`config.mk`:
```
export PLATFORM = sky130hd
export DESIGN_NAME = idelayctrl_mgr
export DESIGN_NICKNAME = d
export VERILOG_FILES = /design/src/rtl/idelayctrl_mgr.sv
export SDC_FILE = /design/constraint.sdc
export NUM_CORES = 1
export LEC_CHECK = 0
export BUFFER_PORTS_ARGS = -buffer_cell sky130_fd_sc_hd__buf_2
export CORE_MARGIN = 4
export CORE_UTILIZATION = 25
export DETAILED_ROUTE_END_ITERATION = 10
export GPL_ROUTABILITY_DRIVEN = 0
export GPL_TIMING_DRIVEN = 0
export PLACE_DENSITY = 0.38
export SLEW_MARGIN = 20
export SYNTH_ARGS = -nofsm -noshare
export SYNTH_HDL_FRONTEND = slang
export SYNTH_SLANG_ARGS = --single-unit
```
`constraint.sdc`:
```
create_clock -name REFCLK -period 2.95 [get_ports REFCLK]
set_input_delay 0.295 -clock REFCLK [delete_from_list [all_inputs] [get_ports REFCLK]]
set_output_delay 0.295 -clock REFCLK [all_outputs]
set_load 0.01 [all_outputs]
```
`src/rtl/idelayctrl_mgr.sv`:
```
// Reset/ready manager for a bank of IDELAYCTRL instances: sequences a minimum-width
// controller reset, waits for every enabled group to be ready, and retries before faulting.
module idelayctrl_mgr #(
    parameter int                 NUM_GRP     = 1,
    parameter logic [NUM_GRP-1:0] GRP_MASK    = '1,
    parameter int                 RST_CYCLES  = 16,
    parameter int                 RDY_TIMEOUT = 4096,
    parameter int                 MAX_RETRY   = 3
) (
    input  logic               REFCLK,
    input  logic               RST,
    input  logic               recal,
    input  logic [NUM_GRP-1:0] ctrl_rdy,
    output logic [NUM_GRP-1:0] ctrl_rst,
    output logic               RDY,
    output logic [NUM_GRP-1:0] grp_rdy,
    output logic               fault,
    output logic [7:0]         loss_cnt,
    output logic [1:0]         dbg_state,
    output logic [3:0]         dbg_retry
);

    localparam int CNT_MAX = (RST_CYCLES > RDY_TIMEOUT) ? RST_CYCLES : RDY_TIMEOUT;
    localparam int CW      = $clog2(CNT_MAX);
    localparam logic [CW-1:0] HOLD_END  = CW'(RST_CYCLES - 1);
    localparam logic [CW-1:0] WAIT_END  = CW'(RDY_TIMEOUT - 1);
    localparam logic [3:0]    RETRY_LIM = 4'(MAX_RETRY);

    typedef enum logic [1:0] {
        S_HOLD   = 2'd0,
        S_WAIT   = 2'd1,
        S_LOCKED = 2'd2,
        S_FAULT  = 2'd3
    } state_t;

    state_t             state, state_nxt;
    logic [CW-1:0]      cnt, cnt_nxt;
    logic [3:0]         retry, retry_nxt;
    logic               loss_inc;
    logic [NUM_GRP-1:0] rdy_m, rdy_s;
    logic               all_rdy;

    // ctrl_rdy is asynchronous to REFCLK; two flops per bit before any use.
    always_ff @(posedge REFCLK) begin
        if (RST) begin
            rdy_m <= '0;
            rdy_s <= '0;
        end else begin
            rdy_m <= ctrl_rdy;
            rdy_s <= rdy_m;
        end
    end

    assign grp_rdy = rdy_s;
    assign all_rdy = &(rdy_s | ~GRP_MASK);

    always_ff @(posedge REFCLK) begin
        if (RST) begin
            state    <= S_HOLD;
            cnt      <= '0;
            retry    <= '0;
            loss_cnt <= '0;
        end else begin
            state <= state_nxt;
            cnt   <= cnt_nxt;
            retry <= retry_nxt;
            if (loss_inc && loss_cnt != 8'hFF) begin
                loss_cnt <= loss_cnt + 8'd1;
            end
        end
    end

    always_comb begin
        state_nxt = state;
        cnt_nxt   = '0;
        retry_nxt = retry;
        loss_inc  = 1'b0;
        unique case (state)
            S_HOLD: begin
                if (recal) begin
                    cnt_nxt = '0;
                end else if (cnt == HOLD_END) begin
                    state_nxt = S_WAIT;
                end else begin
                    cnt_nxt = cnt + CW'(1);
                end
            end
            S_WAIT: begin
                // Ready wins over a timeout landing in the same cycle.
                if (recal) begin
                    state_nxt = S_HOLD;
                end else if (all_rdy) begin
                    state_nxt = S_LOCKED;
                    retry_nxt = '0;
                end else if (cnt == WAIT_END) begin
                    if (retry == RETRY_LIM) begin
                        state_nxt = S_FAULT;
                    end else begin
                        state_nxt = S_HOLD;
                        retry_nxt = retry + 4'd1;
                    end
                end else begin
                    cnt_nxt = cnt + CW'(1);
                end
            end
            S_LOCKED: begin
                if (!all_rdy) begin
                    state_nxt = S_HOLD;
                    loss_inc  = 1'b1;
                end else if (recal) begin
                    state_nxt = S_HOLD;
                end
            end
            S_FAULT: begin
                if (recal) begin
                    state_nxt = S_HOLD;
                    retry_nxt = '0;
                end
            end
            default: state_nxt = S_HOLD;
        endcase
    end

    // Outputs depend on the state register only, never on inputs.
    always_comb begin
        ctrl_rst  = {NUM_GRP{(state == S_HOLD) || (state == S_FAULT)}};
        RDY       = (state == S_LOCKED);
        fault     = (state == S_FAULT);
        dbg_state = state;
        dbg_retry = retry;
    end

endmodule

```
==> results of run 1 <==
-- report_power, final --
part           switching [W]  total [W]  internal, W
clock network       0.000122   0.000242     0.000120
registers         0.00000247   0.000383     0.000380
logic              0.0000109  0.0000161   0.00000520
-- state kept, by name (all words and copies together) (netlist names) --
register	count
grp_rdy	1
dbg_state	2
rdy_m	1
cnt	12
dbg_retry	4
loss_cnt	8
-- metrics by stage --
stage / utilization [%] / std cells / hold slack (ps)
4_1_cts: 30.2 / 259 / 224
5_1_grt: 30.2 / 259 / 242
3_5_place_dp: 29.2 / 255 / 434
2_1_floorplan: - / 163 / 414
6_report: 30.2 / 259 / 236
3_3_place_gp: 29.2 / 255 / 416
-- worst min path at each step --
stage	startpoint	endpoint	slack (ps)	depth (start not counted)
after floorplan	rdy_m$_SDFF_PP0_	grp_rdy$_SDFF_PP0_	410	1
after global placement	rdy_m$_SDFF_PP0_	grp_rdy$_SDFF_PP0_	420	1
after detailed placement	rdy_m$_SDFF_PP0_	grp_rdy$_SDFF_PP0_	430	1
after CTS	ctrl_rdy	rdy_m$_SDFF_PP0_	220	2
after global routing	ctrl_rdy	rdy_m$_SDFF_PP0_	240	2
final	ctrl_rdy	rdy_m$_SDFF_PP0_	240	2
-- layer usage --
metal	vias up	track usage, %	part of all wire [%]
met5	-	0	0
met4	0	4.90	1.9
met3	4	2.08	4.2
met2	21	15.4	45
met1	565	12.3	49
li1	630	-	-
-- cells in the final DEF (no fill, tap or decap), types with 4 or more instances in the layout --
cell type / synthesis / routed
o31ai_1: 4 / 4
nand3_1: 6 / 6
o21ai_0: 6 / 6
a21oi_1: 8 / 8
nor4_1: 5 / 5
clkbuf_8: 0 / 4
nor2b_1: 4 / 4
dfxtp_1: 28 / 28
inv_1: 11 / 11
buf_2: 0 / 20
ha_1: 7 / 7
nor2_1: 21 / 21
xnor2_1: 10 / 10
nand2_1: 8 / 8
-- cell families (layout without fill, tap and decap cells) --
| kind of cell | after synthesis | after routing | share of synthesized area, % |
|---|---|---|---|
| AND/OR/NAND/NOR | 70 | 70 | 27.1 |
| AO/OA/AOI/OAI | 30 | 30 | 14.0 |
| flip-flops | 28 | 28 | 39.8 |
| buffers and inverters | 14 | 38 | 4.00 |
| XOR/XNOR | 13 | 13 | 8.09 |
| adder cells (fa/ha/maj) | 7 | 7 | 6.22 |
| multiplexers | 1 | 1 | 0.711 |
-- area by class of cell --
| type | instances | share of cell area (%) |
|---|---|---|
| clock buffer | 4 | 3.33 |
| tap | 72 | 5.45 |
| buffer | 3 | 0.908 |
| inverter | 11 | 2.50 |
| multi-input combinational | 121 | 47.8 |
| timing repair buffer | 20 | 6.06 |
| sequential | 28 | 33.9 |
-- worst max-delay path, delay by kind of cell (launching register included) --
kind | cells | cell delay [ps]
and+or+nand+nor | 3 | 1180
DFF | 1 | 370
adders and majority gates | 1 | 210
buffers and inverters | 1 | 120
AOI/OAI and AO/OA | 1 | 160
==> flow_summary_export.csv, run 1 <==
group,metric,value,unit
power_and_ir_drop,p_per_area,388,mW/mm^2
timing,fin_crit,2120,ps
logic_synthesis,yosysWarningCount,0,
cts,cts_tree,"built",
global_routing,grt_pass1_vias,1180,
timing,max_slew_margin,55.0,%
setup_path,crit_chain,"inv_1 > ha_1 > or3b_1 > nor4_1 > or4b_1 > a21oi_1",
layout,fin_area,0.00165,mm^2
routing,wire_per_inst,12.4,um
cts,path_clk_slew,100,ps
logic_synthesis,yosysMostFrequentCell,"dfxtp_1",
logic_synthesis,yosysUniqueCellTypes,40,
hold_path,worstHoldPathType,"input pin to flip-flop",
place,place_area,0.00160,mm^2
logic_synthesis,yosysTopAreaCell,"dfxtp_1",
layout,finalNetCount,199,
routing,drt-initial-drc-count,47,
logic_synthesis,syn_area,0.00141,mm^2
layout,antenna_cells,0,
routing,drc,0,
logic_synthesis,synthTopCellsByArea,"dfxtp_1, ha_1, xnor2_1",
setup_path,reg2reg_from,"dbg_state[1]$_SDFFE_PP0P_",
floorplan,io_pins,22,
routing,vias,1220,
floorplan,dieWidth,83.0,um
cts,clk-insertion-delay-late,280,ps
cts,cts-root-buf,"clkbuf_8",
power_and_ir_drop,peakVddDrop,0.000148,V
setup_path,startpoint,"dbg_state[1]$_SDFFE_PP0P_",
cts,ctsResizeCount,0,
place,pre_cts_ws,870,ps
timing,setup_slack,829,ps
setup_path,r2r_slack,830,ps
cts,cts_hold_buffers,0,
global_routing,gr-total-overflow,0,
global_routing,grt_max_degree,16,
layout,ff_latch_area,561,um^2
setup_path,reg2reg_depth,6,
layout,fillCellCount,600,
logic_synthesis,syn_nets,174,
logic_synthesis,postSynth.asyncResetShare,0,%
power_and_ir_drop,leakage,0.594,nW
layout,area_growth,17.4,%
logic_synthesis,netlist.area_leader.share,39.8,%
place,port_buffers,20,
timing,setup_tns,0,ps
layout,drive_above_1_share,14.4,%
cts,cts_buffers,3,
global_routing,grt_pass1_wl,5500,um
floorplan,num_rows,27,
place,post-dp-hpwl,2440,um
global_routing,antenna_found_initial,0,
logic_synthesis,yosysSeqAreaShare,39.8,%
timing,fin_skew,7.38,ps
routing,ant_nets,0,
setup_path,cpMaxStageDelayCell,"or4b_1",
setup_path,worst_setup_path_end_kind,"flip-flop",
cts,cts.sinks,28,
floorplan,dieArea,0.00689,mm^2
power_and_ir_drop,total_power,0.000641,W
layout,multi_input_area,791,um^2
floorplan,initial_utilization,25.7,%
floorplan,core,0.00547,mm^2
logic_synthesis,yosys_register_bits,28,
cts,clock_path_buffers,2,
status,status,"completed",
logic_synthesis,synth_ff_type,"dfxtp_1",
timing,max_freq,471,MHz
setup_path,cp-start-kind,"flip-flop",
logic_synthesis,ys_top_cells_by_count,"dfxtp_1, nor2_1, inv_1, xnor2_1",
timing,worst_slew_pin_slew,670,ps
setup_path,endpoint,"dbg_retry[3]$_SDFFE_PP0P_",
global_routing,grtUsageTotal,9.69,%
cts,post_cts_buffers,0,
routing,vias_per_cell,4.71,
timing,fin_crit_sh,71.9,%
floorplan,die_h,83.0,um
routing,finalWirelength,3200,um
timing,rsz0062_at_grt,"no",
setup_path,path_class,"flip-flop to flip-flop",
setup_path,required,3160,ps
timing,setup_viol_count_final,0,
setup_path,critPathMaxStageDelay,480,ps
logic_synthesis,synth-edff-count,0,
job,drv_cap,0,
routing,firstDrtPassIters,4,
logic_synthesis,syn_area_per_cell,8.64,um^2
timing,slew_violations,0,
setup_path,timing.rr.end,"dbg_retry[3]$_SDFFE_PP0P_",
logic_synthesis,synth_cells,163,
timing,hold_viol,0,
setup_path,crit_fanout,6,
cts,cts_max_level,1,
setup_path,critPathArrivalTime,2330,ps
Power figures use the tool's default switching activity.
==> run 2, diff against run 1 <==
clock period = 2.2 ns   (was 2.95 ns; I/O delays follow)
==> run 2 against run 1 <==
Net effect: sequential share of layout area shrank 0.53 points; fmax grew 5.4%; clock-buffer cell count unchanged; worst hold slack worse by 76 ps; flip-flop and latch count stayed put; wire length up 1.6%; design area grew 1.6%; critical path depth fell by 1; total power grew 34%; via count increased by 0.57%; critical endpoint is now dbg_state[0]$_SDFFE_PP0P_; largest cell class unchanged.
==> flow_summary_export.csv, run 2 (synthesis results as in run 1) <==
group,metric,value,unit
setup_path,path_class,"flip-flop to flip-flop",
timing,max_freq,497,MHz
global_routing,antenna_found_initial,0,
layout,final_cell_mix,"dfxtp_1, nor2_1, buf_2, inv_1, xnor2_1",
setup_path,endpoint,"dbg_state[0]$_SDFFE_PP0P_",
job,drv_cap,0,
routing,vias_per_cell,4.74,
cts,cts.sinks,28,
layout,top_register,"cnt",
timing,fin_skew,8.76,ps
timing,fin_crit,2010,ps
global_routing,grt_pass1_wl,5500,um
setup_path,reg2reg_from,"cnt[0]$_SDFF_PP0_",
routing,finalWirelength,3250,um
setup_path,worst_setup_path_end_kind,"flip-flop",
routing,wire_per_inst,12.6,um
routing,firstDrtPassIters,6,
cts,cts_tree,"built",
floorplan,core,0.00547,mm^2
setup_path,reg2reg_depth,5,
layout,final_util,30.7,%
setup_path,r2r_slack,190,ps
cts,path_clk_slew,100,ps
routing,drt-initial-drc-count,39,
power_and_ir_drop,leakage,0.597,nW
floorplan,initial_utilization,25.7,%
timing,worst_slew_pin_slew,654,ps
setup_path,startpoint,"cnt[0]$_SDFF_PP0_",
floorplan,die_h,83.0,um
timing,fin_crit_sh,91.4,%
cts,clock_path_buffers,2,
timing,max_slew_margin,55.8,%
cts,clk-insertion-delay-late,280,ps
timing,setup_viol_count_final,0,
setup_path,required,2410,ps
layout,finalNetCount,199,
floorplan,dieArea,0.00689,mm^2
global_routing,grt_pass1_vias,1180,
global_routing,grtUsageTotal,9.69,%
routing,drc,0,
layout,largest_register_ffs,12,
power_and_ir_drop,p_per_area,513,mW/mm^2
layout,final_common_cell,"dfxtp_1",
setup_path,cp-start-kind,"flip-flop",
place,port_buffers,20,
power_and_ir_drop,peakVddDrop,0.000197,V
routing,ant_nets,0,
floorplan,dieWidth,83.0,um
setup_path,timing.rr.end,"dbg_state[0]$_SDFFE_PP0P_",
place,post-dp-hpwl,2440,um
setup_path,critPathArrivalTime,2220,ps
status,status,"completed",
global_routing,grt_max_degree,16,
timing,rsz0062_at_grt,"no",
routing,vias,1227,
cts,cts_max_level,1,
global_routing,gr-total-overflow,0,
timing,slew_violations,0,
setup_path,crit_fanout,4,
timing,hold_viol,0,
cts,cts_buffers,3,
cts,cts-root-buf,"clkbuf_8",
layout,drive_above_1_share,15.5,%
hold_path,worstHoldPathType,"input pin to flip-flop",
layout,antenna_cells,0,
timing,setup_tns,0,ps
layout,area_growth,19.3,%
floorplan,num_rows,27,
floorplan,io_pins,22,
==> run 2: cell counts in the layout (fill, tap and decap cells not counted) <==
No cell type changed its count.
==> run 2: repair_timing <==
| action | in CTS | in global routing |
|---|---|---|
| resized for setup | 0 | 4 |
| setup buffers | 0 | 0 |
| endpoints found under the setup margin | 0 | 13 |
| endpoints found under the hold margin | 0 | 0 |
| hold buffers | 0 | 0 |
==> run 2: cell type report <==
class,count,area (um^2)
clock buffers,4,55.1
repair buffers,20,100
plain buffers,3,15.0
fillers,597,3790
flip-flops and latches,28,561
inverters,11,41.3
well taps,72,90.1
multi-input cells,121,817
==> run 2: metrics by stage <==
step	hold slack [ps]	total power (W)	cell area, um^2	setup WS [ps]	std cells
global route	167	0.000902	1680	14.0	259
finish	160	0.000861	1680	188	259
detailed placement	434	0.000547	1600	120	255
floorplan	348	0.000538	1410	248	163
CTS	149	0.000884	1650	93.2	259
global placement	416	0.000547	1600	108	255
==> run 2: how the worst min path moves through the flow <==
| stage | slack, ps | end | depth (start not counted) | start |
|---|---|---|---|---|
| after floorplan | 350 | rdy_m$_SDFF_PP0_ | 1 | ctrl_rdy |
| after global placement | 420 | grp_rdy$_SDFF_PP0_ | 1 | rdy_m$_SDFF_PP0_ |
| after detailed placement | 430 | grp_rdy$_SDFF_PP0_ | 1 | rdy_m$_SDFF_PP0_ |
| after CTS | 150 | rdy_m$_SDFF_PP0_ | 2 | ctrl_rdy |
| after global routing | 170 | rdy_m$_SDFF_PP0_ | 2 | ctrl_rdy |
| final | 160 | rdy_m$_SDFF_PP0_ | 2 | ctrl_rdy |
==> run 2: critical path: stages, from the launching register on <==
cell and delay, ps:
dfxtp_1 380, ha_1 220, nand4_1 210, o41a_1 440
or4_1 530, a31oi_1 180
==> run 2: power by group <==
part            total, W  internal, W  switching [W]
logic          0.0000224   0.00000742      0.0000150
clock network   0.000325     0.000160       0.000164
registers       0.000514     0.000510     0.00000370
total           0.000861     0.000678       0.000183
==> run 2: routing by layer <==
| metal | part of all wire [%] | GRT usage, % | vias up |
|---|---|---|---|
| met5 | 0 | 0 | - |
| met4 | 1.9 | 4.90 | 0 |
| met3 | 4.2 | 2.08 | 4 |
| met2 | 45 | 15.4 | 22 |
| met1 | 49 | 12.3 | 565 |
| li1 | - | - | 636 |
==> run 3, diff against run 2 <==
--- a/config.mk
+++ b/config.mk
@@ -7,4 +7,5 @@
 export LEC_CHECK = 0
 export BUFFER_PORTS_ARGS = -buffer_cell sky130_fd_sc_hd__buf_2
+export CAP_MARGIN = 20
 export CORE_MARGIN = 4
 export CORE_UTILIZATION = 25
==> constraint.sdc (replaced) <==
create_clock -name REFCLK -period 2.2 [get_ports REFCLK]
set_input_delay 0.22 -clock REFCLK [delete_from_list [all_inputs] [get_ports REFCLK]]
set_output_delay 0.22 -clock REFCLK [all_outputs]
set_load 0.05 [all_outputs]
==> run 3 against run 2 <==
Net effect: worst hold slack got worse by 15 ps; largest power group unchanged; combinational power up 12%; cell count unchanged; clock power grew 2%; non-clock buffer count is the same; largest cell class unchanged.
==> flow_summary_export.csv, run 3 (synthesis results as in run 1) <==
group,metric,value,unit
status,status,"completed",
timing,max_freq,499,MHz
layout,largest_register_ffs,12,
routing,highest_layer,"met4",
cts,cts_max_level,1,
floorplan,io_pins,22,
global_routing,gr-total-overflow,0,
power_and_ir_drop,p_per_area,520,mW/mm^2
setup_path,cp-start-kind,"flip-flop",
floorplan,num_rows,27,
hold_path,worstHoldPathType,"input pin to flip-flop",
timing,worst_slew_pin_slew,647,ps
routing,vias,1245,
timing,slew_violations,0,
routing,wl_met2,1480,um
layout,final_cell_mix,"dfxtp_1, nor2_1, buf_2, inv_1, xnor2_1",
global_routing,grt_max_degree,16,
place,port_buffers,20,
routing,wire_per_inst,12.6,um
routing,firstDrtPassIters,4,
power_and_ir_drop,leakage,0.593,nW
layout,final_common_cell,"dfxtp_1",
timing,rsz0062_at_grt,"no",
floorplan,core,0.00547,mm^2
layout,area_growth,18.9,%
floorplan,die_h,83.0,um
cts,post_cts_buffers,0,
timing,setup_viol_count_final,0,
layout,top_register,"cnt",
power_and_ir_drop,netSwitchingFraction,22.1,%
job,drv_cap,0,
power_and_ir_drop,peakVddDrop,0.000206,V
timing,max_slew_margin,56.6,%
timing,setup_tns,0,ps
floorplan,initial_utilization,25.7,%
setup_path,critPathArrivalTime,2220,ps
layout,antenna_cells,0,
setup_path,path_class,"flip-flop to flip-flop",
timing,fin_crit,2000,ps
routing,wl_met1,1600,um
floorplan,dieWidth,83.0,um
routing,drt-initial-drc-count,22,
power_and_ir_drop,cell_internal_pwr,0.000678,W
power_and_ir_drop,pwr-share-seq,59.0,%
routing,drc,0,
layout,ff_latch_area,563,um^2
global_routing,grt_pass1_vias,1183,
timing,hold_viol,0,
cts,clk-insertion-delay-late,280,ps
global_routing,antenna_found_initial,0,
place,post-dp-hpwl,2440,um
setup_path,worst_setup_path_end_kind,"flip-flop",
cts,clock_path_buffers,2,
routing,ant_nets,0,
routing,finalWirelength,3260,um
cts,path_clk_slew,100,ps
power_and_ir_drop,total_power,0.000870,W
timing,fin_skew,8.33,ps
routing,route.met3.wl,128,um
layout,drive_above_1_share,17.1,%
layout,finalNetCount,199,
layout,fillCellCount,609,
place,dp.cells,255,
layout,finalNonFillerCells,259,
power_and_ir_drop,switching_power,0.000192,W
cts,cts-root-buf,"clkbuf_8",
global_routing,grtUsageTotal,9.53,%
routing,vias_per_cell,4.81,
layout,final_util,30.6,%
setup_path,crit_fanout,4,
global_routing,grt_pass1_wl,5460,um
power_and_ir_drop,comb_power_share,2.9,%
cts,cts_buffers,3,
floorplan,dieArea,0.00689,mm^2
setup_path,required,2410,ps
cts,cts_tree,"built",
layout,multi_input_area,810,um^2
timing,fin_crit_sh,91.0,%
power_and_ir_drop,clockPowerShare,38.1,%
setup_path,r2r_slack,200,ps
cts,cts.sinks,28,
-- run 3: changes by cell type in the layout (fill, tap and decap cells not counted), moves of 2 or more --
cell / previous run / this run
ha_2: 0 / 2
dfxtp_2: 0 / 2
ha_1: 7 / 5
dfxtp_1: 28 / 26
-- run 3: through the flow --
| stage | instance area (um^2) | setup slack, ps | hold WS, ps |
|---|---|---|---|
| after global placement | 1610 | 130 | 416 |
| after global routing | 1670 | 65.1 | 128 |
| after CTS | 1660 | 96.9 | 134 |
| after floorplan | 1420 | 125 | 348 |
| final | 1670 | 198 | 145 |
| after detailed placement | 1610 | 115 | 428 |
-- run 3: per-layer routing --
metal | global-route usage [%] | up-vias
met5 | 0 | -
met4 | 4.46 | 0
met3 | 2.28 | 4
met2 | 15.2 | 20
met1 | 12.0 | 587
li1 | - | 634
-- run 3: final timing paths --
path                            depth (start not counted)                        end         startpoint
worst min register to register                          1         grp_rdy$_SDFF_PP0_   rdy_m$_SDFF_PP0_
worst max-delay path                                    5  dbg_state[0]$_SDFFE_PP0P_  cnt[0]$_SDFF_PP0_
worst min-delay path                                    2           rdy_m$_SDFF_PP0_           ctrl_rdy
worst max register to register                          5  dbg_state[0]$_SDFFE_PP0P_  cnt[0]$_SDFF_PP0_
-- run 3: repair_timing --
action | in CTS | in global routing
endpoints found under the setup margin | 0 | 10
gates resized for setup | 0 | 2
hold buffers | 0 | 0
-- run 3: area by class of cell --
type                    instances  share of cell area [%]
plain buffers                   3                   0.897
clock buffers                   4                    3.29
multi-input cells             121                    48.4
well taps                      72                    5.38
inverters                      11                    2.47
repair buffers                 20                    5.98
flip-flops and latches         28                    33.6
-- run 3: power groups by stage --
stage / clock network (W) / logic, W / registers [W]
detailed placement: 0 / 0.0000246 / 0.000525
floorplan: 0 / 0.0000135 / 0.000527
CTS: 0.000348 / 0.0000248 / 0.000514
global placement: 0 / 0.0000242 / 0.000525
finish: 0.000332 / 0.0000250 / 0.000514
global route: 0.000371 / 0.0000287 / 0.000515
-- run 3: critical path, cell delays in order (launching register included) --
cell and delay (ps):
dfxtp_1 380, ha_1 220, nand4_1 200, o41a_1 420, or4_1 550, a31oi_1 170
